File: src/rtl/vga_pkg.sv
// Shared VGA definitions: default timing, RGB565 colours, bounce palette,
// and the coordinate value vga_ctrl drives outside the active area.
package vga_pkg;

  localparam int H_VALID_DEF = 640;
  localparam int V_VALID_DEF = 480;

  localparam logic [9:0] PIX_INVALID = 10'h3FF;

  localparam logic [15:0] RGB_BLACK   = 16'h0000;
  localparam logic [15:0] RGB_RED     = 16'hF800;
  localparam logic [15:0] RGB_GREEN   = 16'h07E0;
  localparam logic [15:0] RGB_BLUE    = 16'h001F;
  localparam logic [15:0] RGB_YELLOW  = 16'hFFE0;
  localparam logic [15:0] RGB_CYAN    = 16'h07FF;
  localparam logic [15:0] RGB_MAGENTA = 16'hF81F;
  localparam logic [15:0] RGB_ORANGE  = 16'hFC00;
  localparam logic [15:0] RGB_WHITE   = 16'hFFFF;

  typedef enum logic {
    DIR_INC = 1'b0,
    DIR_DEC = 1'b1
  } dir_e;

  function automatic logic [15:0] palette(input logic [2:0] idx);
    logic [15:0] c;
    case (idx)
      3'd0:    c = RGB_RED;
      3'd1:    c = RGB_GREEN;
      3'd2:    c = RGB_BLUE;
      3'd3:    c = RGB_YELLOW;
      3'd4:    c = RGB_CYAN;
      3'd5:    c = RGB_MAGENTA;
      3'd6:    c = RGB_ORANGE;
      default: c = RGB_WHITE;
    endcase
    return c;
  endfunction

endpackage

File: src/rtl/vga_bounce_axis.sv
// One motion axis of the bouncing square: clamped position plus a
// two-state direction FSM. flip pulses in the tick that reverses direction.
module vga_bounce_axis
  import vga_pkg::*;
(
  input  logic        clk,
  input  logic        rst_n,
  input  logic        tick,
  input  logic [10:0] lim,
  input  logic [10:0] step,
  output logic [9:0]  pos,
  output logic        flip
);

  dir_e        dir_q, dir_d;
  logic [9:0]  pos_q, pos_d;
  logic [10:0] inc;

  always_ff @(posedge clk or negedge rst_n) begin
    if (!rst_n) begin
      dir_q <= DIR_INC;
      pos_q <= '0;
    end else begin
      dir_q <= dir_d;
      pos_q <= pos_d;
    end
  end

  // Both edges clamp rather than overshoot, so pos stays in [0, lim].
  always_comb begin
    dir_d = dir_q;
    pos_d = pos_q;
    flip  = 1'b0;
    inc   = {1'b0, pos_q} + step;
    if (tick) begin
      case (dir_q)
        DIR_INC: begin
          if (inc >= lim) begin
            pos_d = 10'(lim);
            dir_d = DIR_DEC;
            flip  = 1'b1;
          end else begin
            pos_d = 10'(inc);
          end
        end
        default: begin
          if ({1'b0, pos_q} <= step) begin
            pos_d = '0;
            dir_d = DIR_INC;
            flip  = 1'b1;
          end else begin
            pos_d = 10'({1'b0, pos_q} - step);
          end
        end
      endcase
    end
  end

  assign pos = pos_q;

endmodule

File: src/rtl/vga_bounce_pic.sv
// Bouncing-square picture source feeding vga_ctrl; RGB565 out, 1-cycle latency.
// Optional white frame border when VGA_BOUNCE_BORDER_EN is defined.
module vga_bounce_pic
  import vga_pkg::*;
#(
  parameter int          H_VALID  = H_VALID_DEF,
  parameter int          V_VALID  = V_VALID_DEF,
  parameter int          SIDE     = 32,
  parameter int          STEP     = 4,
  parameter logic [15:0] BG_COLOR = 16'h0000
) (
  input  logic        vga_clk,
  input  logic        sys_rst_n,
  input  logic [9:0]  pix_x,
  input  logic [9:0]  pix_y,
  input  logic        pause,
  output logic [15:0] pix_data
);

  localparam logic [10:0] LIM_X  = 11'(H_VALID - SIDE);
  localparam logic [10:0] LIM_Y  = 11'(V_VALID - SIDE);
  localparam logic [10:0] STEP_W = 11'(STEP);
  localparam logic [10:0] SIDE_W = 11'(SIDE);
  localparam logic [9:0]  X_LAST = 10'(H_VALID - 1);
  localparam logic [9:0]  Y_LAST = 10'(V_VALID - 1);

  logic        frame_tick, move;
  logic [9:0]  box_x, box_y;
  logic        flip_x, flip_y;
  logic [2:0]  idx_q, idx_d;
  logic [15:0] pix_q, pix_d;
  logic [10:0] x_end, y_end;
  logic        in_box;

  assign frame_tick = (pix_x == X_LAST) && (pix_y == Y_LAST);
  // pause only matters at the tick; elsewhere it is ignored.
  assign move = frame_tick && !pause;

  vga_bounce_axis u_axis_x (
    .clk   (vga_clk),
    .rst_n (sys_rst_n),
    .tick  (move),
    .lim   (LIM_X),
    .step  (STEP_W),
    .pos   (box_x),
    .flip  (flip_x)
  );

  vga_bounce_axis u_axis_y (
    .clk   (vga_clk),
    .rst_n (sys_rst_n),
    .tick  (move),
    .lim   (LIM_Y),
    .step  (STEP_W),
    .pos   (box_y),
    .flip  (flip_y)
  );

  // A corner hit flips both axes but counts as a single bounce.
  always_comb begin
    idx_d = idx_q;
    if (flip_x || flip_y) idx_d = idx_q + 3'd1;
  end

  always_comb begin
    x_end  = {1'b0, box_x} + SIDE_W;
    y_end  = {1'b0, box_y} + SIDE_W;
    in_box = (pix_x >= box_x) && ({1'b0, pix_x} < x_end) &&
             (pix_y >= box_y) && ({1'b0, pix_y} < y_end);
    pix_d  = BG_COLOR;
    if (pix_x == PIX_INVALID || pix_y == PIX_INVALID) begin
      pix_d = RGB_BLACK;
    end else if (in_box) begin
      pix_d = palette(idx_q);
    end
`ifdef VGA_BOUNCE_BORDER_EN
    else if (pix_x == '0 || pix_x == X_LAST || pix_y == '0 || pix_y == Y_LAST) begin
      pix_d = RGB_WHITE;
    end
`endif
  end

  always_ff @(posedge vga_clk or negedge sys_rst_n) begin
    if (!sys_rst_n) begin
      idx_q <= '0;
      pix_q <= '0;
    end else begin
      idx_q <= idx_d;
      pix_q <= pix_d;
    end
  end

  assign pix_data = pix_q;

endmodule

File: config.mk
export PLATFORM = sky130hd
export DESIGN_NAME = vga_bounce_pic
export DESIGN_NICKNAME = d
export VERILOG_FILES = /design/src/rtl/vga_pkg.sv /design/src/rtl/vga_bounce_axis.sv /design/src/rtl/vga_bounce_pic.sv
export SDC_FILE = /design/constraint.sdc
export NUM_CORES = 1
export LEC_CHECK = 0
export ABC_AREA = 1
export BUFFER_PORTS_ARGS = -buffer_cell sky130_fd_sc_hd__clkbuf_2
export CAP_MARGIN = 20
export CELL_PAD_IN_SITES_DETAIL_PLACEMENT = 1
export CELL_PAD_IN_SITES_GLOBAL_PLACEMENT = 1
export CORE_MARGIN = 2
export CORE_UTILIZATION = 39
export CTS_CLUSTER_SIZE = 16
export DETAILED_ROUTE_END_ITERATION = 8
export HOLD_SLACK_MARGIN = 0.15
export PLACE_DENSITY_LB_ADDON = 0.1
export SLEW_MARGIN = 10
export SYNTH_ARGS = -nofsm -noshare
export SYNTH_HDL_FRONTEND = slang
export SYNTH_SLANG_ARGS = --single-unit
File: constraint.sdc
create_clock -name vga_clk -period 1.71 [get_ports vga_clk]
set_input_delay 0.342 -clock vga_clk [delete_from_list [all_inputs] [get_ports vga_clk]]
set_output_delay 0.342 -clock vga_clk [all_outputs]
set_load 0.02 [all_outputs]
Word level (Yosys, flattened, before mapping)
Cells that the tools add are included.

$lt $le $gt $ge: 8. Reduce and logical (&&, ||, !) cells: 9. $add $sub $neg: 7. Muxes and demuxes: 21. Equality and inequality tests: 10.

Operators by type and width (number): 16-bit one-hot mux with 7 select lines (1); 10-bit two-way mux (6); 16-bit two-way mux (2); 10-bit equality test (second input constant) (3); 10-bit by 3-bit adder with 11-bit output (second input constant) (2); 10-bit by 6-bit adder with 11-bit output (second input constant) (2); 10-bit by 11-bit less-than comparator with 1-bit output (2); 10-bit >= comparator (2); 10-bit by 3-bit <= comparator with 1-bit output (second input constant) (2); 10-bit by 3-bit subtractor with 10-bit output (second input constant) (2); 1-bit two-way mux (12); 11-bit by 10-bit >= comparator with 1-bit output (second input constant) (1); 11-bit by 9-bit >= comparator with 1-bit output (second input constant) (1); 10-bit by 9-bit equality test with 1-bit output (second input constant) (1); 3-bit equality test (second input constant) (3); 3-bit by 2-bit equality test with 1-bit output (second input constant) (2); 1-bit logical AND (5); 3-bit by 1-bit adder with 3-bit output (second input constant) (1); 3-bit by 1-bit equality test with 1-bit output (second input constant) (1); 3-bit logical NOT (1); 1-bit logical OR (2); 1-bit logical NOT (1).

Word-level logic and storage cells: 61. Output and inout port bits: 16. Input port bits: 23. Register bits: 41.

Depth between registers and ports, before layout
Gate-level depths: netlist of run 1.

Depth in word-level cells: 7. Mapped depth: 13. Mapped depth without buffers: 13.

Cells and area by module
From an unflattened synthesis of run 1, not the netlist that was laid out.

Cells, all modules: 933. Area, all modules: 5803.1 um^2.

By module, submodules not included: vga_bounce_axis (times used 2, area each 2080.7 um^2, cells each 339); vga_bounce_pic (times used 1, area each 1641.6 um^2, cells each 255).

Worst setup path after synthesis of run 1
Ideal clock, no wire load.

Path kind: register to register. Start point: register u_axis_x.pos_q[5], in the netlist u_axis_x.pos[5]. End point: register pix_q[10], in the netlist pix_data[10]. Cell stages (with the launch flop): 12. Period minus slack after synthesis: 1.889 ns. Buffers on the path: 1. Arrival: 1.803 ns. Slack: -0.179 ns. Path through: dfrtp_1 -> buf_4 -> inv_2 -> ha_1 -> inv_1 -> ha_1 -> a21oi_1 -> a21boi_0 -> nor2_1 -> nor2_1 -> nand4_1 -> nor3_1.

Longest elaborated chain between the ends: 7. Elaborated cells on any way between the ends: 8. Those cells by class: 1 x add/sub; 2 x order compare; 2 x mux; 3 x reduce/logical.

RTL lines: start, declared (RTL line vga_bounce_axis.sv:16) `logic [9:0] pos_q, pos_d;`; start signal, assigned (RTL line vga_bounce_axis.sv:25) `pos_q <= pos_d;`; 10-bit by 6-bit adder with 11-bit output (RTL line vga_bounce_pic.sv:66) `x_end = {1'b0, box_x} + SIDE_W;`; 10-bit by 11-bit less-than comparator with 1-bit output (RTL line vga_bounce_pic.sv:68) `in_box = (pix_x >= box_x) && ({1'b0, pix_x} < x_end) &&`; 1-bit logical AND (*) (2 in a row) (RTL line vga_bounce_pic.sv:68); 1-bit logical AND (*) (RTL line vga_bounce_pic.sv:69) `(pix_y >= box_y) && ({1'b0, pix_y} < y_end);`; 16-bit two-way mux (*) (RTL line vga_bounce_pic.sv:73) `end else if (in_box) begin`; 16-bit two-way mux (*) (RTL line vga_bounce_pic.sv:71) `if (pix_x == PIX_INVALID || pix_y == PIX_INVALID) begin`; via pix_d[10] (RTL line vga_bounce_pic.sv:31) `logic [15:0] pix_q, pix_d;`; end signal, assigned (RTL line vga_bounce_pic.sv:89) `pix_q <= pix_d;`; end, declared (RTL line vga_bounce_pic.sv:31).

Mark *: on every way through the listed nets, which the timed path passes. The rest lies on a longest branch. A chain may end at the register's enable or synchronous reset.

Worst setup path after layout of run 1
Same ends and word-level chain as after synthesis.

==> metrics, run 1 <==
switching fraction of total power 0.275; XOR/XNOR Fraction of Synth Area 0.0482; end of the critical path pix_data[10]$_DFF_PN0_; global-route wire length before repair 16600 µm; CORE AREA 7650 µm²; CP cell instances buf_6, inv_6, ha_4, inv_2, ha_4, inv_1, nor2_1, and3_1, nand4_1, nand4_1, buf_4, nor3_1; worst skew pair latency 270 ps; routed len/inst 16.3 µm; post-synthesis sequential area ratio 0.206; delay-heaviest family, CP simple AND/OR/NAND/NOR gates; die area 8500 µm²; Syn Std Cell Area 3040 µm²; slowest cell on the critical path dfrtp_1; setup ws final -292 ps; Syn Inst Count 430; placed wire-length estimate 7910 µm; routability-driven placement congestion ratio 0.877; crit path buf inv count 5; Post-Synth Simple-Gate Area 0.332; vias in the first global route 3480; antenna cell count 0; Reg-to-Reg Start u_axis_x.pos[5]$_DFFE_PN0P_; slowest stage delay, CP 410 ps; Post-synth ARST share 1.00; top-count cell post-synth nand2_1; largest family of logic cells by synthesized area simple AND/OR/NAND/NOR gates; CTS root buffer clkbuf_8; Rows 32; outcome finished with violations; hold_sp pause; Finish-stage setup viols 21; Final Max Tran Viols 0; max-cap violation count 0; CP Capture Type register; Routed WL 10400 µm; Fill cells 974; number of synthesized flops with an enable pin 0; CTS H-Tree Depth 1; Psw 0.320 mW; dominant cell type by area after synthesis dfrtp_1; syn_area_per_cell 7.06 µm²; min cycle time layout 2000 ps; Max-slew headroom 0.520; count of final hold-check violations 0; CP Depth 12; DRT iter0 DRCs 123; Die W 92.2 µm; cell depth of the worst flop-to-flop path 12; sequential power share 0.508; post-placement setup slack -388 ps; Routed Antenna Nets 0; DRT Pass-1 Iters 4; period utilization 1.17; crit path DAT 2160 ps; WP data required 1870 ps; initial antenna violation count 0; port buffer count 38; Syn Nets 494; clk slew on worst S/H paths 90 ps; Distinct cells, synth 47; Worst Tran Pin Value 720 ps; initial core utilization 0.397; Gate power share 0.173; Adder-Cell Fraction of Synth Area 0.169; grt ovf 0; layout cells sized above 1 0.415; count of warnings emitted by yosys 0; DR vias 3240; Crit Reg-Reg Endpoint pix_data[10]$_DFF_PN0_; Layout Skew 3.24 ps; Die H 92.2 µm; I/O pins 39; CP Max Fanout 4; crit path from u_axis_x.pos[5]$_DFFE_PN0P_; mux cell area share after synthesis 0; critical path class reg -> reg; min-delay worst type in -> reg; DR DRC count 0; cell leakage power 2.14 nW; Layout Nets 605; Worst R2R Setup Slack -290 ps; post-synthesis compound-gate area fraction 0.136; Avg Vias per Cell 5.05; Main synth FF type dfrtp_1; GRT Overall Usage 0.242; Clock Power Share 0.319; CTS buffer count 3; largest net degree at the start of global routing 26; Peak VDD IR 0.281 mV; Layout area overhead 45.2%; synthesis-stage register bit count 25; P per Cell Area 264 nW/µm²; Clock Path Buffers 2; largest cells by area after synthesis dfrtp_1, ha_1, nand2_1; hold slack 527 ps; fmax 0.499 GHz; RSZ-0062 raised after global routing yes; crit start category register; failing checks setup timing; Post-synth top cells nand2_1, inv_1, nor2_1; Yosys top cell area share 0.206; CTS Sinks 25; internal power 0.845 mW; TritonCTS clock tree done
[layer usage]
layer  wire, µm  up-vias  track usage
li1           -     1657            -
met1       4310     1550        0.280
met2       5760       21        0.475
met3        133       12       0.0247
met4        225        0       0.0498
met5          0        -            0
[area by class of cell]
cell class              instances  area, µm²  share of cell area
flip-flops and latches         25        631               0.143
repair buffers                127        953               0.216
well taps                     102        128              0.0290
inverters                      46        185              0.0420
multi-input cells             338       2470               0.559
clock buffers                   4       45.0              0.0102
[metrics by stage]
step | power [mW] | setup TNS, ps | area (µm²) | utilization | std cells
CTS | 1.17 | -2760 | 4060 | 0.531 | 634
floorplan | 0.690 | -360 | 3080 | - | 430
detailed placement | 0.795 | -3660 | 3840 | 0.503 | 625
global placement | 0.788 | -2170 | 3840 | 0.503 | 625
global route | 1.23 | -5260 | 4410 | 0.576 | 642
finish | 1.17 | -2680 | 4410 | 0.576 | 642
[worst min-delay path: cells and delay by family]
kind,cells,cell delay (ps)
simple gates,4,300
buf+inv,1,130
[sequential cells by signal, summed over array words and instances (netlist names)]
signal	flops
u_axis_x.pos	8
u_axis_y.pos	8
pix_data	4
idx_q	3
u_axis_x.dir_q	1
u_axis_y.dir_q	1
[cell usage in the layout, fill, tap and decap left out, drive strengths merged, types with 2 or more instances in the layout]
master	Yosys	layout
nand2	94	94
buf	19	88
nor2	47	47
inv	46	46
clkbuf	2	42
ha	41	41
nand3	35	35
a21oi	28	28
dfrtp	25	25
o21ai	22	22
xor2	13	13
nor3	13	13
nand4	11	11
or2	4	4
o21a	4	4
a31oi	4	4
a22oi	3	3
nand3b	2	2
a21o	2	2
xnor2	2	2
a21boi	2	2
o22ai	2	2
nor3b	2	2
[power groups by stage]
stage	Sequential, mW	Clock (mW)	Combinational (mW)
global route	0.593	0.410	0.228
floorplan	0.605	0	0.0852
detailed placement	0.604	0	0.191
finish	0.592	0.371	0.202
global placement	0.604	0	0.184
CTS	0.592	0.379	0.198
[worst min-delay path by stage]
stage                                  end  slack (ps)  depth (start not counted)
5_1_grt               idx_q[2]$_DFFE_PN0P_         550                          5
6_report              idx_q[1]$_DFFE_PN0P_         530                          5
3_3_place_gp   u_axis_x.pos[9]$_DFFE_PN0P_         410                          1
3_5_place_dp   u_axis_x.pos[8]$_DFFE_PN0P_         420                          1
4_1_cts               idx_q[2]$_DFFE_PN0P_         530                          5
2_1_floorplan         idx_q[0]$_DFFE_PN0P_          50                          0
[kinds of logic after synthesis]
group | Yosys count
AO/OA/AOI/OAI | 72
XOR/XNOR | 15
adder cells (fa/ha/maj) | 41
buffers and inverters | 67
flip-flops | 25
AND/OR/NAND/NOR | 210
[timing repair]
action                                  in CTS  in global routing
setup buffers                                4                  9
endpoints found under the setup margin      22                 25
cloned                                       0                  0
hold buffers                                 1                  0
endpoints found under the hold margin       25                  0
resized for setup                           36                 60
pin swaps                                   14                 12
(Power assumes the default switching activity.)
==> run 2: changes to the inputs <==
--- a/config.mk
+++ b/config.mk
@@ -14,7 +14,9 @@
 export CORE_UTILIZATION = 39
 export CTS_CLUSTER_SIZE = 16
 export DETAILED_ROUTE_END_ITERATION = 8
+export GPL_TIMING_DRIVEN = 0
 export HOLD_SLACK_MARGIN = 0.15
+export MAX_ROUTING_LAYER = met4
 export PLACE_DENSITY_LB_ADDON = 0.1
 export SLEW_MARGIN = 10
 export SYNTH_ARGS = -nofsm -noshare
==> metrics, run 2 (same netlist as run 1, synthesis figures left out) <==
outcome finished with violations (unchanged); failing checks setup timing (unchanged); Die W 92.2 µm (unchanged); clk slew on worst S/H paths 90 ps (about the same); CORE AREA 7650 µm² (unchanged); min cycle time layout 2050 ps (was 2000 ps); Multi-input gate area 2440 µm² (was 2470 µm²); vias in the first global route 3216 (was 3480); busiest grt layer met2 (unchanged); most common cell after layout, fill and taps aside nand2_1 (unchanged); cell leakage power 1.91 nW (was 2.14 nW); min-delay worst type in -> reg (unchanged); hold endpoint u_axis_y.pos[5]$_DFFE_PN0P_ (was idx_q[1]$_DFFE_PN0P_); DRT Pass-1 Iters 4 (unchanged); die area 8500 µm² (unchanged); crit path DAT 2260 ps (was 2160 ps); CTS root buffer clkbuf_8 (unchanged); WP data required 1920 ps (was 1870 ps); CP Max Fanout 9 (was 4); global-route wire length before repair 15400 µm (was 16600 µm); Avg Vias per Cell 5.25 (was 5.05); I/O pins 39 (unchanged); crit start category register (unchanged); placed wire-length estimate 7120 µm (was 7910 µm); routability-driven placement congestion ratio 0.898 (was 0.877); Reg area 632 µm² (was 631 µm²); Final Max Tran Viols 0 (unchanged); crit path buf inv count 1 (was 5); Die H 92.2 µm (unchanged); Worst Hold Depth 4 (was 5); Layout Nets 562 (was 605); RSZ-0062 raised after global routing yes (unchanged); fmax 0.487 GHz (was 0.499 GHz); slowest cell on the critical path dfrtp_1 (unchanged); GRT Overall Usage 0.229 (was 0.242); DR DRC count 0 (unchanged); Routed Antenna Nets 0 (unchanged); routed len/inst 16.0 µm (was 16.3 µm); Layout Skew 7.71 ps (was 3.24 ps); hold slack 415 ps (was 527 ps); DR vias 3146 (was 3240); post-placement setup slack -565 ps (was -388 ps); critical path class reg -> reg (unchanged); Worst R2R Setup Slack -340 ps (was -290 ps); Max-slew headroom 0.534 (was 0.520); hold_sp pause (unchanged); CP cell instances buf_4, nand2_1, o21ai_1, nand2_1, ha_1, a21oi_1, o31ai_1, nor2_1, nand2_2, nor3_4 (was buf_6, inv_6, ha_4, inv_2, ha_4, inv_1, nor2_1, and3_1, nand4_1, nand4_1, buf_4, nor3_1); DRT iter0 DRCs 64 (was 123); Peak VDD IR 0.222 mV (was 0.281 mV); initial core utilization 0.397 (unchanged); CTS buffer count 3 (unchanged); met2 GRT Util 0.432 (was 0.475); met1 usage 0.269 (was 0.280); port buffer count 38 (unchanged); CP dominant cell by count nand2_1; CTS Sinks 25 (unchanged); Worst Tran Pin Value 699 ps (was 720 ps); most frequent cells in the layout nand2_1, clkbuf_2, buf_4 (was nand2_1, buf_4, clkbuf_2); Clock Path Buffers 2 (unchanged); Crit Reg-Reg Endpoint pix_data[9]$_DFF_PN0_ (was pix_data[10]$_DFF_PN0_); Reg-to-Reg Start u_axis_y.pos[7]$_DFFE_PN0P_ (was u_axis_x.pos[5]$_DFFE_PN0P_); P per Cell Area 287 nW/µm² (was 264 nW/µm²); max-cap violation count 0 (unchanged); slowest stage delay, CP 340 ps (was 410 ps); period utilization 1.20 (was 1.17); overall power 1.15 mW (was 1.17 mW); delay-heaviest family, CP simple AND/OR/NAND/NOR gates (unchanged); TritonCTS clock tree done (unchanged); Routed WL 9580 µm (was 10400 µm); grt ovf 0 (unchanged); CP Capture Type register (unchanged); met3 Use GR 0.0247 (unchanged); layout cells sized above 1 0.378 (was 0.415); Layout area overhead 31.5% (was 45.2%); largest net degree at the start of global routing 26 (unchanged); count of final hold-check violations 0 (unchanged); cell depth of the worst flop-to-flop path 10 (was 12); initial antenna violation count 0 (unchanged); worst skew pair latency 280 ps (was 270 ps); Fill cells 994 (was 974); CTS H-Tree Depth 1 (unchanged); setup ws final -344 ps (was -292 ps); Finish-stage setup viols 16 (was 21); Rows 32 (unchanged); antenna cell count 0 (unchanged)
-- run 2: cell types whose count changed in the layout (fill, tap and decap cells not counted), moves of 3 or more --
cell / change
nand3_2: +3
ha_4: +4
buf_12: -5
buf_4: -41
inv_2: +3
inv_1: -3
nand2_2: +4
-- run 2: worst min-delay path: stages --
cell      delay, ps
clkbuf_2        120
nor3_4           80
nand2_1          70
nand2_1          40
-- run 2: layer usage --
| metal | vias to the layer above | part of all wire |
|---|---|---|
| met5 | - | 0 |
| met2 | 24 | 0.55 |
| met3 | 11 | 0.014 |
| met1 | 1550 | 0.43 |
| met4 | 0 | 0.0077 |
| li1 | 1561 | - |
-- run 2: what timing repair did --
action | in CTS | in global routing
setup buffers | 14 | 11
setup endpoints to repair | 22 | 25
endpoints found under the hold margin | 25 | 0
gates resized for setup | 30 | 68
hold buffers | 1 | 0
pin swaps | 19 | 14
-- run 2: worst max path at each step --
stage                                  end  slack, ps                   startpoint  depth (start not counted)
finish               pix_data[9]$_DFF_PN0_       -340  u_axis_y.pos[7]$_DFFE_PN0P_                         10
global route         pix_data[9]$_DFF_PN0_       -430  u_axis_x.pos[5]$_DFFE_PN0P_                         12
CTS                  pix_data[9]$_DFF_PN0_       -290  u_axis_y.pos[6]$_DFFE_PN0P_                         11
detailed placement   pix_data[9]$_DFF_PN0_       -560  u_axis_x.pos[6]$_DFFE_PN0P_                         11
global placement     pix_data[9]$_DFF_PN0_       -510  u_axis_x.pos[6]$_DFFE_PN0P_                         11
floorplan           pix_data[10]$_DFF_PN0_       -100  u_axis_x.pos[6]$_DFFE_PN0P_                         11
-- run 2: power breakdown --
group	internal [mW]	switching, mW	leakage (nW)
Sequential	0.591	0.000913	0.294
Combinational	0.0731	0.114	1.59
Clock	0.167	0.201	0.0228
-- run 2: cell type report --
type	instances	share of cell area
multi-input combinational	338	0.612
sequential	25	0.158
timing repair buffer	63	0.100
inverter	46	0.0464
buffer	21	0.0404
tap	102	0.0320
clock buffer	4	0.0113
-- run 2: through the flow --
| stage | setup TNS, ps | util | instance area (µm²) | std cells |
|---|---|---|---|---|
| 6_report | -1950 | 0.522 | 3990 | 599 |
| 5_1_grt | -4030 | 0.522 | 3990 | 599 |
| 4_1_cts | -2920 | 0.481 | 3680 | 589 |
| 3_5_place_dp | -5270 | 0.444 | 3400 | 570 |
| 3_3_place_gp | -4060 | 0.444 | 3400 | 570 |
| 2_1_floorplan | -360 | - | 3080 | 430 |
==> run 3: changes to the inputs <==
==> constraint.sdc (replaced) <==
create_clock -name vga_clk -period 1.71 [get_ports vga_clk]
set_input_delay 0.513 -clock vga_clk [delete_from_list [all_inputs] [get_ports vga_clk]]
set_output_delay 0.513 -clock vga_clk [all_outputs]
set_load 0.02 [all_outputs]
==> metrics, run 3 (same netlist as run 1, synthesis figures left out) <==
outcome finished with violations (unchanged); failing checks setup timing (unchanged); I/O pins 39 (unchanged); GRT Overall Usage 0.229 (about the same); DRT Pass-1 Iters 4 (unchanged); min-delay worst type in -> async (was in -> reg); grt ovf 0 (unchanged); initial antenna violation count 0 (unchanged); Clock Path Buffers 2 (unchanged); routability-driven placement congestion ratio 0.898 (unchanged); met2 GRT Util 0.431 (was 0.432); DR DRC count 0 (unchanged); RSZ-0062 raised after global routing yes (unchanged); count of final hold-check violations 0 (unchanged); DRT iter0 DRCs 61 (was 64); global-route wire length before repair 15400 µm (about the same); Finished Layout Cells 603 (was 599); TritonCTS clock tree done (unchanged); Fill cells 994 (unchanged); CTS H-Tree Depth 1 (unchanged); critical path class reg -> reg (unchanged); Peak VDD IR 0.227 mV (was 0.222 mV); post-layout util 0.527 (was 0.522); CTS Sinks 25 (unchanged); largest net degree at the start of global routing 26 (unchanged); Rows 32 (unchanged); Layout area overhead 32.6% (was 31.5%); Finish-stage setup viols 19 (was 16); cell leakage power 1.92 nW (was 1.91 nW); Reg area 632 µm² (unchanged); Avg Vias per Cell 5.23 (was 5.25); Final Max Tran Viols 0 (unchanged); placed wire-length estimate 7120 µm (unchanged); max-cap violation count 0 (unchanged); crit start category register (unchanged); post-route cell area 4030 µm² (was 3990 µm²); Layout Skew 4.24 ps (was 7.71 ps); antenna cell count 0 (unchanged); period utilization 1.20 (about the same); most frequent cells in the layout nand2_1, clkbuf_2, buf_4 (unchanged); busiest grt layer met2 (unchanged); initial core utilization 0.397 (unchanged); Routed WL 9630 µm (was 9580 µm); Die W 92.2 µm (unchanged); most common cell after layout, fill and taps aside nand2_1 (unchanged); layout cells sized above 1 0.385 (was 0.378); Worst Tran Pin Value 681 ps (was 699 ps); WP data required 1920 ps (about the same); min cycle time layout 2050 ps (about the same); Multi-input gate area 2440 µm² (about the same); Max-slew headroom 0.546 (was 0.534); CTS root buffer clkbuf_8 (unchanged); vias in the first global route 3210 (was 3216); Layout Nets 566 (was 562); routed len/inst 16.0 µm (about the same); clk slew on worst S/H paths 90 ps (about the same); CTS buffer count 3 (unchanged); setup ws final -337 ps (was -344 ps); CORE AREA 7650 µm² (unchanged); met1 usage 0.269 (unchanged); dpl cell area 3400 µm² (unchanged); die area 8500 µm² (unchanged); port buffer count 38 (unchanged); CP Max Fanout 9 (unchanged); crit path DAT 2250 ps (was 2260 ps); fmax 0.489 GHz (was 0.487 GHz); DR vias 3154 (was 3146); Die H 92.2 µm (unchanged); worst skew pair latency 280 ps (about the same); P per Cell Area 285 nW/µm² (was 287 nW/µm²); Routed Antenna Nets 0 (unchanged); cell count after placement 570 (unchanged); hold_buf cts 0 (was 1); CP Capture Type register (unchanged); met3 Use GR 0.0247 (unchanged)
## run 3: routing by layer
metal,share of wire,routed length (µm)
met2,0.55,5260
met4,0.0077,74
met3,0.018,175
met5,0,0
met1,0.43,4110
## run 3: cell type report
type,instances,share of cell area
inverters,46,0.0460
repair buffers,67,0.108
well taps,102,0.0317
clock buffers,4,0.0112
multi-input cells,338,0.606
plain buffers,21,0.0401
flip-flops and latches,25,0.157
## run 3: per-stage QoR
step / total power, mW / worst slack [ps] / hold slack [ps] / setup TNS (ps)
finish: 1.15 / -337 / 253 / -1980
global route: 1.19 / -425 / 311 / -4250
CTS: 1.15 / -291 / 293 / -2920
detailed placement: 0.775 / -565 / 557 / -8060
global placement: 0.771 / -509 / 546 / -6830
floorplan: 0.690 / -104 / 217 / -360
## run 3: worst max-delay path: stages (launching register included)
cell and delay [ps]:
dfrtp_1 350, buf_4 200, nand2_1 150, o21ai_1 180, nand2_1 80, ha_1 290, a21oi_1 140, o31ai_1 100
nor2_1 130, nand2_2 160, nor3_4 210
## run 3: final timing paths
kind	start	endpoint	slack [ps]	depth (start not counted)
setup / recovery	u_axis_y.pos[7]$_DFFE_PN0P_	pix_data[9]$_DFF_PN0_	-340	10
hold / removal	sys_rst_n	u_axis_x.pos[9]$_DFFE_PN0P_	250	1
setup reg to reg	u_axis_y.pos[7]$_DFFE_PN0P_	pix_data[9]$_DFF_PN0_	-340	10
hold reg to reg	u_axis_y.dir_q$_DFFE_PN0P_	u_axis_y.dir_q$_DFFE_PN0P_	580	2
max in group asynchronous	sys_rst_n	u_axis_y.pos[6]$_DFFE_PN0P_	970	1
min in group vga_clk	u_axis_y.dir_q$_DFFE_PN0P_	u_axis_y.dir_q$_DFFE_PN0P_	580	2
## run 3: report_power, final
group / internal [mW] / total, mW / switching (mW)
Clock: 0.168 / 0.370 / 0.203
Combinational: 0.0716 / 0.184 / 0.113
Sequential: 0.591 / 0.592 / 0.000910
## run 3: repair_timing
item | in CTS | in global routing
buffers inserted | 14 | 15
gates resized for setup | 32 | 70
endpoints found under the setup margin | 25 | 25
pin swaps | 19 | 19
